**src/rtl/spi_pkg.sv**
```systemverilog
// Shared definitions for the SPI command scheduler: FSM state encoding,
// default interface widths and transaction timing.
package spi_pkg;

    typedef enum logic [2:0] {
        ST_IDLE,
        ST_LAUNCH,
        ST_WAIT,
        ST_CAPTURE,
        ST_RESP,
        ST_GAP
    } sched_state_t;

    localparam int LENGTH_SEND_DEF   = 16;
    localparam int LENGTH_RECV_DEF   = 16;
    localparam int PERIPH_SEL_DEF    = 2;
    localparam int FIFO_DEPTH_DEF    = 4;
    localparam int XFER_CYCLES_DEF   = 44;
    localparam int GAP_CYCLES_DEF    = 4;

    function automatic int max_int(input int a, input int b);
        return (a > b) ? a : b;
    endfunction

endpackage

```
**src/rtl/spi_cmd_fifo.sv**
```systemverilog
// Synchronous command queue; DEPTH must be a power of two so the pointers
// wrap naturally. Pushes are refused while full regardless of a same-cycle pop.
module spi_cmd_fifo #(
    parameter int WIDTH = 18,
    parameter int DEPTH = 4
) (
    input  logic             clk,
    input  logic             rst,
    input  logic             push,
    input  logic [WIDTH-1:0] push_data,
    input  logic             pop,
    output logic [WIDTH-1:0] head,
    output logic             empty,
    output logic             full
);

    localparam int AW = $clog2(DEPTH);
    localparam int CW = AW + 1;

    logic [WIDTH-1:0] mem [DEPTH];
    logic [AW-1:0]    wr_ptr;
    logic [AW-1:0]    rd_ptr;
    logic [CW-1:0]    count;
    logic             push_ok;
    logic             pop_ok;

    assign full    = (count == CW'(DEPTH));
    assign empty   = (count == '0);
    assign push_ok = push && !full;
    assign pop_ok  = pop && !empty;
    assign head    = mem[rd_ptr];

    always_ff @(posedge clk or negedge rst) begin
        if (!rst) begin
            wr_ptr <= '0;
            rd_ptr <= '0;
            count  <= '0;
        end else begin
            if (push_ok) wr_ptr <= wr_ptr + AW'(1);
            if (pop_ok)  rd_ptr <= rd_ptr + AW'(1);
            unique case ({push_ok, pop_ok})
                2'b10:   count <= count + CW'(1);
                2'b01:   count <= count - CW'(1);
                default: count <= count;
            endcase
        end
    end

    // Storage carries no reset; only entries behind a valid write are ever read.
    always_ff @(posedge clk) begin
        if (push_ok) mem[wr_ptr] <= push_data;
    end

endmodule

```
**src/rtl/spi_cmd_scheduler.sv**
```systemverilog
// Queues SPI commands and sequences them one at a time through an external
// SPI controller: launch, fixed-length wait, capture, handshake, idle gap.
module spi_cmd_scheduler
    import spi_pkg::*;
#(
    parameter int LENGTH_SEND_C     = LENGTH_SEND_DEF,
    parameter int LENGTH_RECIEVED_C = LENGTH_RECV_DEF,
    parameter int PERIPHERY_SELECT  = PERIPH_SEL_DEF,
    parameter int FIFO_DEPTH        = FIFO_DEPTH_DEF,
    parameter int XFER_CYCLES       = XFER_CYCLES_DEF,
    parameter int GAP_CYCLES        = GAP_CYCLES_DEF
) (
    input  logic                         clk,
    input  logic                         rst,
    input  logic                         cmd_valid,
    output logic                         cmd_ready,
    input  logic [LENGTH_SEND_C-1:0]     cmd_data,
    input  logic [PERIPHERY_SELECT-1:0]  cmd_cs,
    output logic                         start_comm,
    output logic [LENGTH_SEND_C-1:0]     data_send_c,
    output logic [PERIPHERY_SELECT-1:0]  CS_in,
    input  logic [LENGTH_RECIEVED_C-1:0] CIPO_register,
    output logic                         rsp_valid,
    input  logic                         rsp_ready,
    output logic [LENGTH_RECIEVED_C-1:0] rsp_data,
    output logic [PERIPHERY_SELECT-1:0]  rsp_cs,
    output logic                         busy
);

    localparam int ENTRY_W = PERIPHERY_SELECT + LENGTH_SEND_C;
    localparam int CNT_W   = $clog2(max_int(XFER_CYCLES, GAP_CYCLES) + 1);
    // WAIT lasts XFER_CYCLES-1 cycles so LAUNCH+WAIT spans XFER_CYCLES; needs XFER_CYCLES >= 2.
    localparam logic [CNT_W-1:0] XFER_TC = CNT_W'(XFER_CYCLES - 2);
    localparam logic [CNT_W-1:0] GAP_TC  = CNT_W'((GAP_CYCLES > 0) ? GAP_CYCLES - 1 : 0);

    sched_state_t       state;
    sched_state_t       state_next;
    logic [CNT_W-1:0]   cnt;
    logic [CNT_W-1:0]   cnt_next;
    logic               fifo_pop;
    logic               fifo_empty;
    logic               fifo_full;
    logic [ENTRY_W-1:0] fifo_head;
    logic               load_cmd;
    logic               capture_rsp;

    assign cmd_ready = !fifo_full;

    spi_cmd_fifo #(
        .WIDTH (ENTRY_W),
        .DEPTH (FIFO_DEPTH)
    ) u_fifo (
        .clk       (clk),
        .rst       (rst),
        .push      (cmd_valid),
        .push_data ({cmd_cs, cmd_data}),
        .pop       (fifo_pop),
        .head      (fifo_head),
        .empty     (fifo_empty),
        .full      (fifo_full)
    );

    always_ff @(posedge clk or negedge rst) begin
        if (!rst) begin
            state <= ST_IDLE;
            cnt   <= '0;
        end else begin
            state <= state_next;
            cnt   <= cnt_next;
        end
    end

    always_comb begin
        state_next  = state;
        cnt_next    = cnt;
        fifo_pop    = 1'b0;
        load_cmd    = 1'b0;
        capture_rsp = 1'b0;
        start_comm  = 1'b0;
        rsp_valid   = 1'b0;
        busy        = (state != ST_IDLE);
        case (state)
            ST_IDLE: begin
                if (!fifo_empty) begin
                    state_next = ST_LAUNCH;
                    load_cmd   = 1'b1;
                end
            end
            ST_LAUNCH: begin
                start_comm = 1'b1;
                cnt_next   = '0;
                state_next = ST_WAIT;
            end
            ST_WAIT: begin
                if (cnt == XFER_TC) begin
                    cnt_next   = '0;
                    state_next = ST_CAPTURE;
                end else begin
                    cnt_next = cnt + CNT_W'(1);
                end
            end
            ST_CAPTURE: begin
                capture_rsp = 1'b1;
                fifo_pop    = 1'b1;
                state_next  = ST_RESP;
            end
            ST_RESP: begin
                rsp_valid = 1'b1;
                if (rsp_ready) begin
                    cnt_next   = '0;
                    state_next = (GAP_CYCLES == 0) ? ST_IDLE : ST_GAP;
                end
            end
            ST_GAP: begin
                if (cnt == GAP_TC) begin
                    cnt_next   = '0;
                    state_next = ST_IDLE;
                end else begin
                    cnt_next = cnt + CNT_W'(1);
                end
            end
            default: state_next = ST_IDLE;
        endcase
    end

    // The command word is latched on the way into LAUNCH, so queue traffic during
    // the transfer cannot disturb what the controller is shifting out.
    always_ff @(posedge clk or negedge rst) begin
        if (!rst) begin
            data_send_c <= '0;
            CS_in       <= '0;
            rsp_data    <= '0;
            rsp_cs      <= '0;
        end else begin
            if (load_cmd) begin
                {CS_in, data_send_c} <= fifo_head;
            end
            if (capture_rsp) begin
                rsp_data <= CIPO_register;
                rsp_cs   <= fifo_head[ENTRY_W-1 -: PERIPHERY_SELECT];
            end
        end
    end

endmodule

```
**config.mk**
```make
export PLATFORM = sky130hd
export DESIGN_NAME = spi_cmd_scheduler
export DESIGN_NICKNAME = d
export VERILOG_FILES = /design/src/rtl/spi_pkg.sv /design/src/rtl/spi_cmd_fifo.sv /design/src/rtl/spi_cmd_scheduler.sv
export SDC_FILE = /design/constraint.sdc
export NUM_CORES = 1
export LEC_CHECK = 0
export ABC_AREA = 1
export BUFFER_PORTS_ARGS = -buffer_cell sky130_fd_sc_hd__buf_2
export CORE_AREA = 10 10 147 135
export CTS_BUF_LIST = sky130_fd_sc_hd__clkbuf_16
export DETAILED_ROUTE_END_ITERATION = 8
export DIE_AREA = 0 0 157 145
export GPL_ROUTABILITY_DRIVEN = 0
export PLACE_DENSITY = 0.59
export SYNTH_ARGS = -nofsm -noshare
export SYNTH_HDL_FRONTEND = slang
export SYNTH_SLANG_ARGS = --single-unit
```
**constraint.sdc**
```tcl
create_clock -name clk -period 2.45 [get_ports clk]
set_input_delay 0.49 -clock clk [delete_from_list [all_inputs] [get_ports clk]]
set_output_delay 0.49 -clock clk [all_outputs]
set_load 0.01 [all_outputs]
```
# After elaboration in Yosys (flattened, before gate mapping)
# Memories as Yosys holds them, arrays and structs flattened.
# Cells that the tools add are included.
# word_totals
reg_bits	52
mem_bits_rw	72
input_bits	38
word_cells	57
memories	1
# op_classes
add_sub_neg	5
eq_ne	14
n_mux	17
n_reduce_logical	11
# memory_table
memory	words	width	read_ports	rd_ports_with_merged_regs	wr	line	rtl
u_fifo.mem	4	18	1	0	1	spi_cmd_fifo.sv:20	logic [WIDTH-1:0] mem [DEPTH];
# op_table
cell	n
$pmux 6 s4	1
$mux 6	3
$pmux 3 s6	1
$mux 3	4
$eq 3x3->1 const B	3
$ne 2x2->1 const B	4
$mux 1	7
$add 6x1->6 const B	1
$eq 3x2->1 const B	2
$eq 6x2->1 const B	1
$eq 6x6->1 const B	1
$logic_not 3->1	2
$pmux 3 s2	1
$add 2x1->2 const B	2
$reduce_and 4->1	1
$reduce_bool 4->1	1
$add 3x1->3 const B	1
$eq 3x1->1 const B	1
$reduce_bool 3->1	1
$sub 3x1->3 const B	1
$eq 2x1->1 const B	1
$eq 2x2->1 const B	1
$logic_and 1x1->1	2
$logic_not 1->1	2
2 further kinds	2

# Longest topological paths before layout
# Gate-level depths: netlist of the first run.
# depth
depth_word	5
depth_mapped	11

# Modules after synthesis
# A second synthesis of the first run with hierarchy kept.
# unflattened
hier_cells	516
area_unflattened_um2	5459.0
# by_module_without_submodules
mod	n_inst	cells_per_inst	area_per_inst_um2	seq_area_each_um2
spi_cmd_fifo	1	270	3340.7	2337.2
spi_cmd_scheduler	1	246	2118.3	1126.1

# Worst setup path before layout of the first run
# OpenSTA, ideal clock, no wires.
# synth_path
path_type	register -> register
from	register state[2]
to	register u_fifo.count[2]
setup_time_ns	0.131
t_arrival_ns	1.900
required_ns	2.319
path_slack_ns	0.419
stages_incl_launch_ff	12
n_path_buf	2
cell_sequence	dfrtp_1 > buf_4 > nor3_4 > buf_6 > nand2_4 > inv_1 > ha_1 > inv_1 > fa_1 > a21oi_1 > o21ai_0 > xor2_1
# synth_via
elab_chain_len	5
elab_cells_between_ends	7
# synth_lines
element	line	rtl
from (decl)	spi_cmd_scheduler.sv:36	sched_state_t state;
from (signal assigned)	spi_cmd_scheduler.sv:68	state <= state_next;
$eq 3x2->1 *	spi_cmd_scheduler.sv:82	case (state)
$mux 1 *	spi_cmd_scheduler.sv:82	
$logic_and 1x1->1 *	spi_cmd_fifo.sv:30	assign pop_ok = pop && !empty;
via u_fifo.pop_ok	spi_cmd_fifo.sv:25	logic pop_ok;
$eq 2x1->1 or $eq 2x2->1 (tied branches)	spi_cmd_fifo.sv:41	unique case ({push_ok, pop_ok})
$pmux 3 s2 or $reduce_bool 2->1 (tied branches)	-	
to (signal assigned)	spi_cmd_fifo.sv:42	2'b10: count <= count + CW'(1);
to (signal assigned)	spi_cmd_fifo.sv:43	2'b01: count <= count - CW'(1);
to (signal assigned)	spi_cmd_fifo.sv:44	default: count <= count;
to (decl)	spi_cmd_fifo.sv:23	logic [CW-1:0] count;
# Mark *: on every way through the listed nets, which the timed path passes. The rest lies on a longest branch.
# A chain may end at the register's enable or synchronous reset.

# Worst setup path in the final report of the first run
# layout_path
from	register u_fifo.count[0]
to	register u_fifo.count[2]
# layout_via
elab_chain_len	5
elab_cells_between_ends	12
# layout_lines
element	line
$eq 3x3->1 or $logic_not 3->1 (tied branches)	spi_cmd_fifo.sv:27, spi_cmd_fifo.sv:28
$logic_not 1->1, on equally long branches	spi_cmd_fifo.sv:29, spi_cmd_fifo.sv:30
$logic_and 1x1->1, on equally long branches	spi_cmd_fifo.sv:29, spi_cmd_fifo.sv:30
$eq 2x1->1 or $eq 2x2->1 (tied branches)	spi_cmd_fifo.sv:41
$pmux 3 s2 or $reduce_bool 2->1 (tied branches)	-
# Parallel ways exist; a longest one is shown, timed or not.

==> PnR_summary.wiki, run 1 <==
{| class="wikitable"
! Metric !! Value
|-
| Initial standard-cell utilization of the core || 30.4%
|-
| Cell at the slowest stage of the critical path || sky130_fd_sc_hd__dfrtp_1
|-
| Post-Route Utilization || 37.9%
|-
| HPWL after detailed placement || 7850 um
|-
| Peak clock frequency supported by timing || 480 MHz
|-
| Share of async-settable or async-resettable flops after synthesis || 41.9%
|-
| Worst-path fanout max || 8
|-
| RSZ-0062 raised after global routing || false
|-
| CTS Hold Buffers Added || 0
|-
| Die area || 22800 um2
|-
| Area share of the leading cell type in the synthesized netlist || 42.5%
|-
| PwrDens || 906 nW/um2
|-
| Vias after detailed routing || 3568
|-
| Worst-path clk slew || 0.06 ns
|-
| Time the worst path needs with I/O delays and setup || 2.08 ns
|-
| Number of distinct library cells after synthesis || 27
|-
| Final Cycle Share || 85.0%
|-
| Buffers from clock root to sink, at most || 2
|-
| Library cell occupying the most area in the post-synthesis netlist || sky130_fd_sc_hd__edfxtp_1
|-
| WP data required || 2.73 ns
|-
| Fill cells || 1603
|-
| First-iteration detailed-routing DRC count || 209
|-
| Final Hold Violating Endpoints || 0
|-
| Maximum number of pins on one net before global-route repair || 38
|-
| Area of the mapped netlist || 5090 um2
|-
| Rows || 45
|-
| Number of antenna violations at the first check in global routing || 6
|-
| Run status || finished clean
|-
| Overall power of the completed layout || 5.74 mW
|-
| Arrival time at the worst endpoint || 2.37 ns
|-
| Biggest cell delay along the critical path || 0.38 ns
|-
| Number of detailed-routing iterations run before antenna repair || 5
|-
| Primary flip-flop cell chosen by synthesis mapping || sky130_fd_sc_hd__edfxtp_1
|-
| Number of pins with negative max-slew slack in the final report || 0
|-
| ANT nets after route || 0
|-
| Largest cells by area after synthesis || sky130_fd_sc_hd__edfxtp_1 42%, sky130_fd_sc_hd__dfrtp_1 26%, sky130_fd_sc_hd__nand2_1 6.8%
|-
| Worst relative slew slack || 55.0%
|-
| Max-capacitance violation count || 0
|-
| Top cell types by occurrence after synthesis || 92 x sky130_fd_sc_hd__nand2_1, 72 x sky130_fd_sc_hd__edfxtp_1, 54 x sky130_fd_sc_hd__nor2_1, 52 x sky130_fd_sc_hd__dfrtp_1, 51 x sky130_fd_sc_hd__o21ai_0
|-
| Number of cells on the critical path || 9
|-
| Floorplan Core Area || 16700 um2
|-
| Average footprint of a synthesized cell || 11.1 um2
|-
| Category of the worst setup path launch point || flop
|-
| Wire length of the first global-routing pass || 18600 um
|-
| Dominant cell by count in the synthesized netlist || sky130_fd_sc_hd__nand2_1
|-
| CTS Root Buffer Type || sky130_fd_sc_hd__clkbuf_16
|-
| Total routing usage reported by global routing || 10.4%
|-
| Slack of the worst reg-to-reg path || 0.37 ns
|-
| Vias in the first global route || 3595
|-
| Post-Synthesis Net Count || 503
|-
| Wire length reported by the detailed router || 11700 um
|-
| # H-tree levels || 4
|-
| # port buffers || 77
|-
| Total negative setup slack || 0 ns
|-
| Worst skew pair latency || 0.41 ns
|-
| Storage element area || 3460 um2
|-
| Die outline width || 157 um
|-
| Total Nets Final || 592
|-
| Final Skew || 0.00850 ns
|-
| Most repeated library cell on the critical path || sky130_fd_sc_hd__inv_1
|-
| IR Drop Worst-Case VDD || 0.395 mV
|-
| Residual DRC count || 0
|-
| Sequential share of the synthesized area || 68.0%
|-
| Number of synthesized register bits || 124
|-
| Largest delay contributor family on the critical path || adder cells
|-
| Slew at the pin closest to its max-slew limit || 0.673 ns
|-
| Number of warning messages in the yosys log || 0
|-
| Post-CTS Resized || 0
|-
| Die boundary height || 145 um
|-
| Number of setup violations in the final report || 0
|-
| Tightest Hold Check Type || input port to async pin
|-
| Leakage || 2.70 nW
|-
| Num CTS Buffers || 17
|-
| Instance count of the mapped netlist || 457
|-
| Total congestion overflow || 0
|-
| Per-cell routed wire length || 15.2 um
|-
| WS Path Type || flop to flop
|-
| Share of cells above drive strength 1 || 23.1%
|-
| Number of buffer and inverter instances along the worst setup path || 2
|-
| Post-CTS setup buffer count || 0
|-
| Clock tree from TritonCTS || done
|-
| CP cell instances || inv_1, nand3_1, nand2_1, ha_1, inv_1, fa_1, a21oi_1, o21ai_0, xor2_1
|-
| Number of vias per cell after detailed routing || 4.61
|-
| Kind of end point of the critical path || flop
|-
| Multi-input logic area || 1360 um2
|-
| Count of cells along the worst register-to-register path || 9
|-
| Number of enable-type register cells in the synthesized netlist || 72
|-
| Total clock sinks || 124
|-
| Layout overhead on the synthesized area || 24.6%
|-
| Number of primary I/O pins || 78
|}
-- report_power, final --
part	switching (mW)	total (mW)	internal, mW
combinational	0.487	0.717	0.229
sequential	0.0824	2.51	2.43
clock	0.917	2.51	1.60
total	1.49	5.74	4.26
-- through the flow --
stage                     worst slack (ns)  instance area, um2  instances  hold slack [ns]
after global placement               0.410                5710        738            0.448
after floorplan                      0.419                5090        457            0.194
after global routing                 0.175                6330        769            0.152
final                                0.367                6340        774            0.114
after CTS                            0.333                6330        769            0.120
after detailed placement             0.351                5710        738            0.457
-- layout make-up --
cell class	count	area share (%)
clock buffer	22	8.68
sequential	124	54.6
inverter	41	2.43
clock inverter	9	1.07
antenna	5	0.197
timing repair buffer	88	7.38
tap	211	4.16
multi-input combinational	274	21.5
-- flip-flops by register name, indices dropped and copies added (netlist names) --
name and flops:
u_fifo.wr_ptr 2, data_send_c 16, u_fifo.rd_ptr 2, state 3, rsp_data 16, rsp_cs 2, cnt 6, u_fifo.mem 72
CS_in 2, u_fifo.count 3
-- cell families after synthesis --
group / Yosys count / share of synthesized area (%)
simple gates: 176 / 14.4
flops: 124 / 68.0
compound gates: 84 / 9.07
buf+inv: 59 / 5.19
fa+ha+maj: 8 / 2.11
xor+xnor: 6 / 1.18
-- metal layers --
metal / GRT usage [%] / part of all wire (%) / up-vias
met4: 3.73 / 1.1 / 2
met5: 0 / 0.060 / -
li1: - / - / 1731
met1: 12.1 / 45 / 1712
met2: 16.0 / 44 / 107
met3: 5.61 / 10 / 16
-- cell usage in the layout, fill, tap and decap left out, types with 3 or more instances in the layout --
cell type	count
sky130_fd_sc_hd__nand3_1	22
sky130_fd_sc_hd__clkinv_4	3
sky130_fd_sc_hd__inv_1	37
sky130_fd_sc_hd__o21ai_0	51
sky130_fd_sc_hd__clkbuf_16	22
sky130_fd_sc_hd__buf_4	11
sky130_fd_sc_hd__nor2_1	54
sky130_fd_sc_hd__inv_2	4
sky130_fd_sc_hd__nand4_1	3
sky130_fd_sc_hd__o21ai_1	9
sky130_fd_sc_hd__ha_1	7
sky130_fd_sc_hd__buf_2	77
sky130_fd_sc_hd__nand2_1	92
sky130_fd_sc_hd__xor2_1	4
sky130_fd_sc_hd__dfrtp_1	52
sky130_fd_sc_hd__a21oi_1	4
sky130_fd_sc_hd__o22ai_1	18
sky130_fd_sc_hd__diode_2	5
sky130_fd_sc_hd__edfxtp_1	72
-- final timing paths --
kind,from,to
setup reg to reg,u_fifo.count[0],u_fifo.count[2]
min in group clk,CIPO_register[0],rsp_data[0]
hold reg to reg,rsp_data[3],rsp_data[3]
hold / removal,rst,cnt[3]
setup / recovery,u_fifo.count[0],u_fifo.count[2]
max in group asynchronous,rst,rsp_data[8]
-- worst register-to-register path: cells and delay by family, from the launching register on --
kind / cells / cell delay (ns)
fa+ha+maj: 2 / 0.57
compound gates: 2 / 0.25
buf+inv: 2 / 0.23
xor+xnor: 1 / 0.15
flops: 1 / 0.38
simple gates: 2 / 0.37
(Power assumes the default switching activity.)
==> inputs of run 2 (changes only) <==
--- a/config.mk
+++ b/config.mk
@@ -7,12 +7,14 @@
 export LEC_CHECK = 0
 export ABC_AREA = 1
 export BUFFER_PORTS_ARGS = -buffer_cell sky130_fd_sc_hd__buf_2
+export CELL_PAD_IN_SITES_DETAIL_PLACEMENT = 1
+export CELL_PAD_IN_SITES_GLOBAL_PLACEMENT = 1
 export CORE_AREA = 10 10 147 135
 export CTS_BUF_LIST = sky130_fd_sc_hd__clkbuf_16
 export DETAILED_ROUTE_END_ITERATION = 8
 export DIE_AREA = 0 0 157 145
 export GPL_ROUTABILITY_DRIVEN = 0
-export PLACE_DENSITY = 0.59
+export PLACE_DENSITY = 0.69
 export SYNTH_ARGS = -nofsm -noshare
 export SYNTH_HDL_FRONTEND = slang
 export SYNTH_SLANG_ARGS = --single-unit
==> run 2 against run 1 <==
Clock skew down 0.0013 ns. Fmax down 1.2%. Die area unchanged. Critical path type unchanged. Critical endpoint unchanged. Largest cell class unchanged.
==> PnR_summary.wiki, run 2 (synthesis gave the netlist of run 1 again) <==
{| class="wikitable"
! Metric !! Value
|-
| # port buffers || 77
|-
| Number of detailed-routing iterations run before antenna repair || 4
|-
| Worst skew pair latency || 0.42 ns
|-
| RSZ-0062 raised after global routing || false
|-
| Clock Power Share || 45.1%
|-
| Rows || 45
|-
| Count of cells along the worst register-to-register path || 10
|-
| Overall power of the completed layout || 5.98 mW
|-
| Multi-input logic area || 1370 um2
|-
| Worst relative slew slack || 56.6%
|-
| WS Path Type || flop to flop
|-
| Vias in the first global route || 3874
|-
| Tightest Hold Check Type || input port to async pin
|-
| Layout overhead on the synthesized area || 25.8%
|-
| IR Drop Worst-Case VDD || 0.572 mV
|-
| Most frequent cells in the layout || 92 x sky130_fd_sc_hd__nand2_1, 77 x sky130_fd_sc_hd__buf_2, 72 x sky130_fd_sc_hd__edfxtp_1, 52 x sky130_fd_sc_hd__dfrtp_1, 51 x sky130_fd_sc_hd__o21ai_0
|-
| Final Skew || 0.00719 ns
|-
| Hold Worst Slack || 0.0986 ns
|-
| Vias after detailed routing || 3592
|-
| Number of primary I/O pins || 78
|-
| Most frequent standard cell in the layout excluding fill and tap cells || sky130_fd_sc_hd__nand2_1
|-
| Die outline width || 157 um
|-
| Final Cycle Share || 86.1%
|-
| Number of vias per cell after detailed routing || 4.66
|-
| CTS Hold Buffers Added || 0
|-
| Largest register by flop count || u_fifo.mem
|-
| ANT nets after route || 0
|-
| Portion of total power attributed to sequential cells || 42.0%
|-
| Max reg flops || 72
|-
| Switching part of the total power || 26.3%
|-
| PwrDens || 934 nW/um2
|-
| Die area || 22800 um2
|-
| Design internal power || 4.41 mW
|-
| Worst-path fanout max || 6
|-
| Fill cells || 1841
|-
| Slew at the pin closest to its max-slew limit || 0.650 ns
|-
| Time the worst path needs with I/O delays and setup || 2.11 ns
|-
| WP data required || 2.74 ns
|-
| Net switching component of the power || 1.57 mW
|-
| Wire length of the first global-routing pass || 20500 um
|-
| Number of antenna violations at the first check in global routing || 1
|-
| First-iteration detailed-routing DRC count || 172
|-
| Worst flop-to-flop path endpoint || u_fifo.count[2]
|-
| Number of pins with negative max-slew slack in the final report || 0
|-
| Residual DRC count || 0
|-
| Die boundary height || 145 um
|-
| Initial standard-cell utilization of the core || 30.4%
|-
| # H-tree levels || 4
|-
| Kind of end point of the critical path || flop
|-
| Total Nets Final || 591
|-
| Category of the worst setup path launch point || flop
|-
| Final Hold Violating Endpoints || 0
|-
| Regs by FF count || u_fifo.mem x72, data_send_c x16, rsp_data x16
|-
| Per-cell routed wire length || 16.7 um
|-
| Leakage || 2.72 nW
|-
| Floorplan Core Area || 16700 um2
|-
| Arrival time at the worst endpoint || 2.40 ns
|-
| CTS Root Buffer Type || sky130_fd_sc_hd__clkbuf_16
|-
| Buffers from clock root to sink, at most || 2
|-
| Share of cells above drive strength 1 || 23.8%
|-
| Worst-path clk slew || 0.06 ns
|-
| Total negative setup slack || 0 ns
|-
| Total routing usage reported by global routing || 11.6%
|-
| Cell Count Post-Placement || 737
|-
| Post-CTS Resized || 0
|-
| HPWL after detailed placement || 8730 um
|-
| Reg2Reg Launch Point || state[0]
|-
| Combinational share of power || 12.9%
|-
| Number of setup violations in the final report || 0
|-
| Total congestion overflow || 0
|-
| Total clock sinks || 124
|-
| Post-Route Utilization || 38.3%
|-
| Max-capacitance violation count || 0
|-
| Clock tree from TritonCTS || done
|-
| Slack of the worst reg-to-reg path || 0.34 ns
|-
| Run status || finished clean
|-
| Peak clock frequency supported by timing || 474 MHz
|-
| Post-CTS setup buffer count || 0
|-
| Wire length reported by the detailed router || 12900 um
|-
| Post-route non-filler standard cell count || 770
|-
| Storage element area || 3460 um2
|-
| Maximum number of pins on one net before global-route repair || 38
|-
| Num CTS Buffers || 17
|}
## run 2: cell types whose count changed in the layout (fill, tap and decap cells not counted)
cell	previous run	this run
sky130_fd_sc_hd__buf_4	11	6
sky130_fd_sc_hd__clkbuf_16	22	17
sky130_fd_sc_hd__buf_12	0	4
sky130_fd_sc_hd__bufinv_16	0	4
sky130_fd_sc_hd__diode_2	5	1
sky130_fd_sc_hd__nor2_1	54	50
sky130_fd_sc_hd__nor2_2	0	4
sky130_fd_sc_hd__inv_6	2	4
sky130_fd_sc_hd__clkinvlp_4	2	1
sky130_fd_sc_hd__inv_8	0	1
## run 2: how the worst max path moves through the flow
stage | startpoint | to | slack (ns)
2_1_floorplan | state[2] | u_fifo.count[2] | 0.42
3_3_place_gp | state[2] | u_fifo.count[2] | 0.43
3_5_place_dp | state[0] | u_fifo.count[2] | 0.32
4_1_cts | state[0] | u_fifo.count[2] | 0.32
5_1_grt | state[0] | u_fifo.count[2] | 0.15
6_report | state[0] | u_fifo.count[2] | 0.34
## run 2: power groups by stage
stage               Clock (mW)  Sequential [mW]  Combinational [mW]
floorplan                    0             2.55               0.453
global placement             0             2.54               0.751
detailed placement           0             2.55               0.792
CTS                       2.76             2.52               0.799
global route              2.86             2.53               0.880
finish                    2.70             2.51               0.772
## run 2: through the flow
stage               area, um2  setup slack [ns]
global placement         5760             0.433
detailed placement       5760             0.323
finish                   6400             0.341
global route             6400             0.148
floorplan                5090             0.419
CTS                      6400             0.324
## run 2: critical path, cell delays in order (launching register included)
cell and delay, ns:
sky130_fd_sc_hd__dfrtp_1 0.48, sky130_fd_sc_hd__inv_2 0.09, sky130_fd_sc_hd__nor3_4 0.23, sky130_fd_sc_hd__nand2_4 0.08, sky130_fd_sc_hd__inv_1 0.08, sky130_fd_sc_hd__ha_1 0.15
sky130_fd_sc_hd__inv_1 0.07, sky130_fd_sc_hd__fa_1 0.38, sky130_fd_sc_hd__a21oi_1 0.15, sky130_fd_sc_hd__o21ai_0 0.13, sky130_fd_sc_hd__xor2_1 0.16
## run 2: per-layer routing
metal	GRT usage, %	routed length, um	share of wire [%]
met1	12.8	5490	43
met2	19.5	6480	50
met3	4.69	759	5.9
met4	4.29	142	1.1
met5	0	0	0
## run 2: area by class of cell
cell class,instances,area share [%]
flip-flops and latches,124,54.1
multi-input cells,274,21.4
clock inverters,15,3.26
clock buffers,17,6.65
diodes,1,0.0391
inverters,41,2.40
well taps,211,4.12
repair buffers,87,7.97
==> inputs of run 3 (changes only) <==
--- a/config.mk
+++ b/config.mk
@@ -9,12 +9,12 @@
 export BUFFER_PORTS_ARGS = -buffer_cell sky130_fd_sc_hd__buf_2
 export CELL_PAD_IN_SITES_DETAIL_PLACEMENT = 1
 export CELL_PAD_IN_SITES_GLOBAL_PLACEMENT = 1
-export CORE_AREA = 10 10 147 135
+export CORE_AREA = 10 10 139 128
 export CTS_BUF_LIST = sky130_fd_sc_hd__clkbuf_16
 export DETAILED_ROUTE_END_ITERATION = 8
-export DIE_AREA = 0 0 157 145
+export DIE_AREA = 0 0 149 138
 export GPL_ROUTABILITY_DRIVEN = 0
-export PLACE_DENSITY = 0.69
+export PLACE_DENSITY = 0.75
 export SYNTH_ARGS = -nofsm -noshare
 export SYNTH_HDL_FRONTEND = slang
 export SYNTH_SLANG_ARGS = --single-unit
==> constraint.sdc (replaced) <==
create_clock -name clk -period 2.4 [get_ports clk]
set_input_delay 0.48 -clock clk [delete_from_list [all_inputs] [get_ports clk]]
set_output_delay 0.48 -clock clk [all_outputs]
set_load 0.01 [all_outputs]
==> run 3 against run 2 <==
Total power is 3.1% lower. Sequential share of layout area is 1.1 points higher. Final cell count is 0.91% lower. Flip-flop and latch count stayed put. Wire length is 0.44% higher. Register-to-register slack worse by 0.14 ns. Non-clock buffer count is 1 lower. Count of clock-buffer cells in the layout stayed put. Via count is 1.6% higher. Worst setup slack worse by 0.14 ns. First-iteration DRC count is 16% higher. Critical endpoint unchanged.
==> PnR_summary.wiki, run 3 (synthesis gave the netlist of run 1 again) <==
{| class="wikitable"
! Metric !! Value
|-
| Layer with the highest usage after global routing || met2
|-
| Num CTS Buffers || 17
|-
| Post-Route Utilization || 41.6%
|-
| Count of cells along the worst register-to-register path || 9
|-
| Layout overhead on the synthesized area || 23.2%
|-
| Die outline width || 149 um
|-
| Clock tree from TritonCTS || done
|-
| Setup crit start || u_fifo.count[1]
|-
| Peak clock frequency supported by timing || 455 MHz
|-
| Post-CTS setup buffer count || 0
|-
| Rows || 43
|-
| Worst skew pair latency || 0.42 ns
|-
| Number of vias per cell after detailed routing || 4.78
|-
| Largest delay contributor family on the critical path || adder cells
|-
| Met2 track demand over resource || 22.2%
|-
| ANT nets after route || 0
|-
| RSZ-0062 raised after global routing || false
|-
| Max reg flops || 72
|-
| Combinational share of power || 12.9%
|-
| Vias after detailed routing || 3650
|-
| HPWL after detailed placement || 8750 um
|-
| Total negative setup slack || 0 ns
|-
| Worst-path fanout max || 8
|-
| Fill cells || 1673
|-
| IR Drop Worst-Case VDD || 0.497 mV
|-
| Cell at the slowest stage of the critical path || sky130_fd_sc_hd__fa_1
|-
| Category of the worst setup path launch point || flop
|-
| Worst relative slew slack || 54.0%
|-
| Final Cycle Share || 91.5%
|-
| Buffers from clock root to sink, at most || 2
|-
| Total congestion overflow || 0
|-
| Maximum number of pins on one net before global-route repair || 53
|-
| Met3 capacity usage during global routing || 5.35%
|-
| Die boundary height || 138 um
|-
| Leakage || 2.67 nW
|-
| Number of setup violations in the final report || 0
|-
| Switching part of the total power || 26.9%
|-
| Multi-input logic area || 1360 um2
|-
| Total Nets Final || 590
|-
| WP data required || 2.69 ns
|-
| Wire length reported by the detailed router || 12900 um
|-
| Time the worst path needs with I/O delays and setup || 2.20 ns
|-
| Floorplan Core Area || 15100 um2
|-
| Vias in the first global route || 4108
|-
| Number of primary I/O pins || 78
|-
| Overall power of the completed layout || 5.80 mW
|-
| Portion of total power attributed to sequential cells || 44.4%
|-
| Residual DRC count || 0
|-
| Total routing usage reported by global routing || 13.1%
|-
| Final Hold Violating Endpoints || 0
|-
| First-iteration detailed-routing DRC count || 200
|-
| Clock Power Share || 42.7%
|-
| PwrDens || 924 nW/um2
|-
| Number of pins with negative max-slew slack in the final report || 0
|-
| Number of antenna violations at the first check in global routing || 4
|-
| Worst flop-to-flop path endpoint || u_fifo.count[2]
|-
| Biggest cell delay along the critical path || 0.40 ns
|-
| Storage element area || 3460 um2
|-
| Most frequent cells in the layout || 92 x sky130_fd_sc_hd__nand2_1, 77 x sky130_fd_sc_hd__buf_2, 72 x sky130_fd_sc_hd__edfxtp_1, 54 x sky130_fd_sc_hd__nor2_1, 52 x sky130_fd_sc_hd__dfrtp_1
|-
| Max-capacitance violation count || 0
|-
| CP cell instances || inv_1, nand3_1, nand2_1, ha_1, inv_1, fa_1, a21oi_1, o21ai_0, xor2_1
|-
| Slew at the pin closest to its max-slew limit || 0.690 ns
|-
| # H-tree levels || 4
|-
| Most repeated library cell on the critical path || sky130_fd_sc_hd__inv_1
|-
| Design internal power || 4.24 mW
|-
| Slack of the worst reg-to-reg path || 0.20 ns
|-
| Worst-path clk slew || 0.06 ns
|-
| Post-CTS Resized || 0
|-
| Die area || 20600 um2
|-
| Initial standard-cell utilization of the core || 33.8%
|-
| Regs by FF count || u_fifo.mem x72, data_send_c x16, rsp_data x16
|-
| Wire length of the first global-routing pass || 21200 um
|-
| Reg2Reg Launch Point || u_fifo.count[1]
|-
| Number of detailed-routing iterations run before antenna repair || 5
|-
| Most frequent standard cell in the layout excluding fill and tap cells || sky130_fd_sc_hd__nand2_1
|-
| Tightest Hold Check Type || input port to async pin
|-
| Largest register by flop count || u_fifo.mem
|-
| Per-cell routed wire length || 16.9 um
|-
| Number of cells on the critical path || 9
|-
| Number of buffer and inverter instances along the worst setup path || 2
|-
| CTS Root Buffer Type || sky130_fd_sc_hd__clkbuf_16
|-
| Total clock sinks || 124
|-
| Run status || finished clean
|-
| Net switching component of the power || 1.56 mW
|-
| CTS Hold Buffers Added || 0
|-
| Kind of end point of the critical path || flop
|-
| # port buffers || 77
|-
| Worst Setup EP || u_fifo.count[2]
|-
| Final Skew || 0.00907 ns
|-
| WS Path Type || flop to flop
|-
| Arrival time at the worst endpoint || 2.49 ns
|-
| Share of cells above drive strength 1 || 22.8%
|-
| Global routing usage on met1 || 13.7%
|}
-- run 3: area by class of cell --
cell class	instances	share of cell area [%]
repair buffers	86	7.22
flip-flops and latches	124	55.2
multi-input cells	274	21.7
clock buffers	17	6.79
inverters	41	2.45
well taps	202	4.03
clock inverters	15	2.37
diodes	4	0.160
-- run 3: worst register-to-register path: stages, from the launching register on --
cell and delay [ns]:
sky130_fd_sc_hd__dfrtp_1 0.38, sky130_fd_sc_hd__inv_1 0.18, sky130_fd_sc_hd__nand3_1 0.14, sky130_fd_sc_hd__nand2_1 0.26, sky130_fd_sc_hd__ha_1 0.20, sky130_fd_sc_hd__inv_1 0.07, sky130_fd_sc_hd__fa_1 0.40, sky130_fd_sc_hd__a21oi_1 0.16
sky130_fd_sc_hd__o21ai_0 0.12, sky130_fd_sc_hd__xor2_1 0.15
-- run 3: stage by stage --
| stage | std cells | area, um2 | hold slack, ns | worst slack [ns] |
|---|---|---|---|---|
| 2_1_floorplan | 457 | 5090 | 0.184 | 0.369 |
| 3_3_place_gp | 727 | 5690 | 0.448 | 0.353 |
| 3_5_place_dp | 727 | 5690 | 0.459 | 0.205 |
| 4_1_cts | 759 | 6260 | 0.209 | 0.179 |
| 5_1_grt | 759 | 6260 | 0.243 | 0.0345 |
| 6_report | 763 | 6270 | 0.190 | 0.204 |
-- run 3: power by group through the flow --
stage	sequential [mW]	clock (mW)	combinational (mW)
after CTS	2.57	2.53	0.770
after global routing	2.59	2.64	0.854
after detailed placement	2.61	0	0.764
after floorplan	2.61	0	0.462
final	2.57	2.47	0.750
after global placement	2.60	0	0.716
-- run 3: routing by layer --
metal	share of wire, %	wire length, um
met4	2.1	267
met1	41	5300
met2	50	6480
met3	6.8	883
met5	0	0
-- run 3: worst min path at each step --
stage,slack [ns],end
after floorplan,0.18,CS_in[0]
after global placement,0.45,rsp_data[4]
after detailed placement,0.46,rsp_data[13]
after CTS,0.21,rsp_data[1]
after global routing,0.24,rsp_data[1]
final,0.19,rsp_data[1]
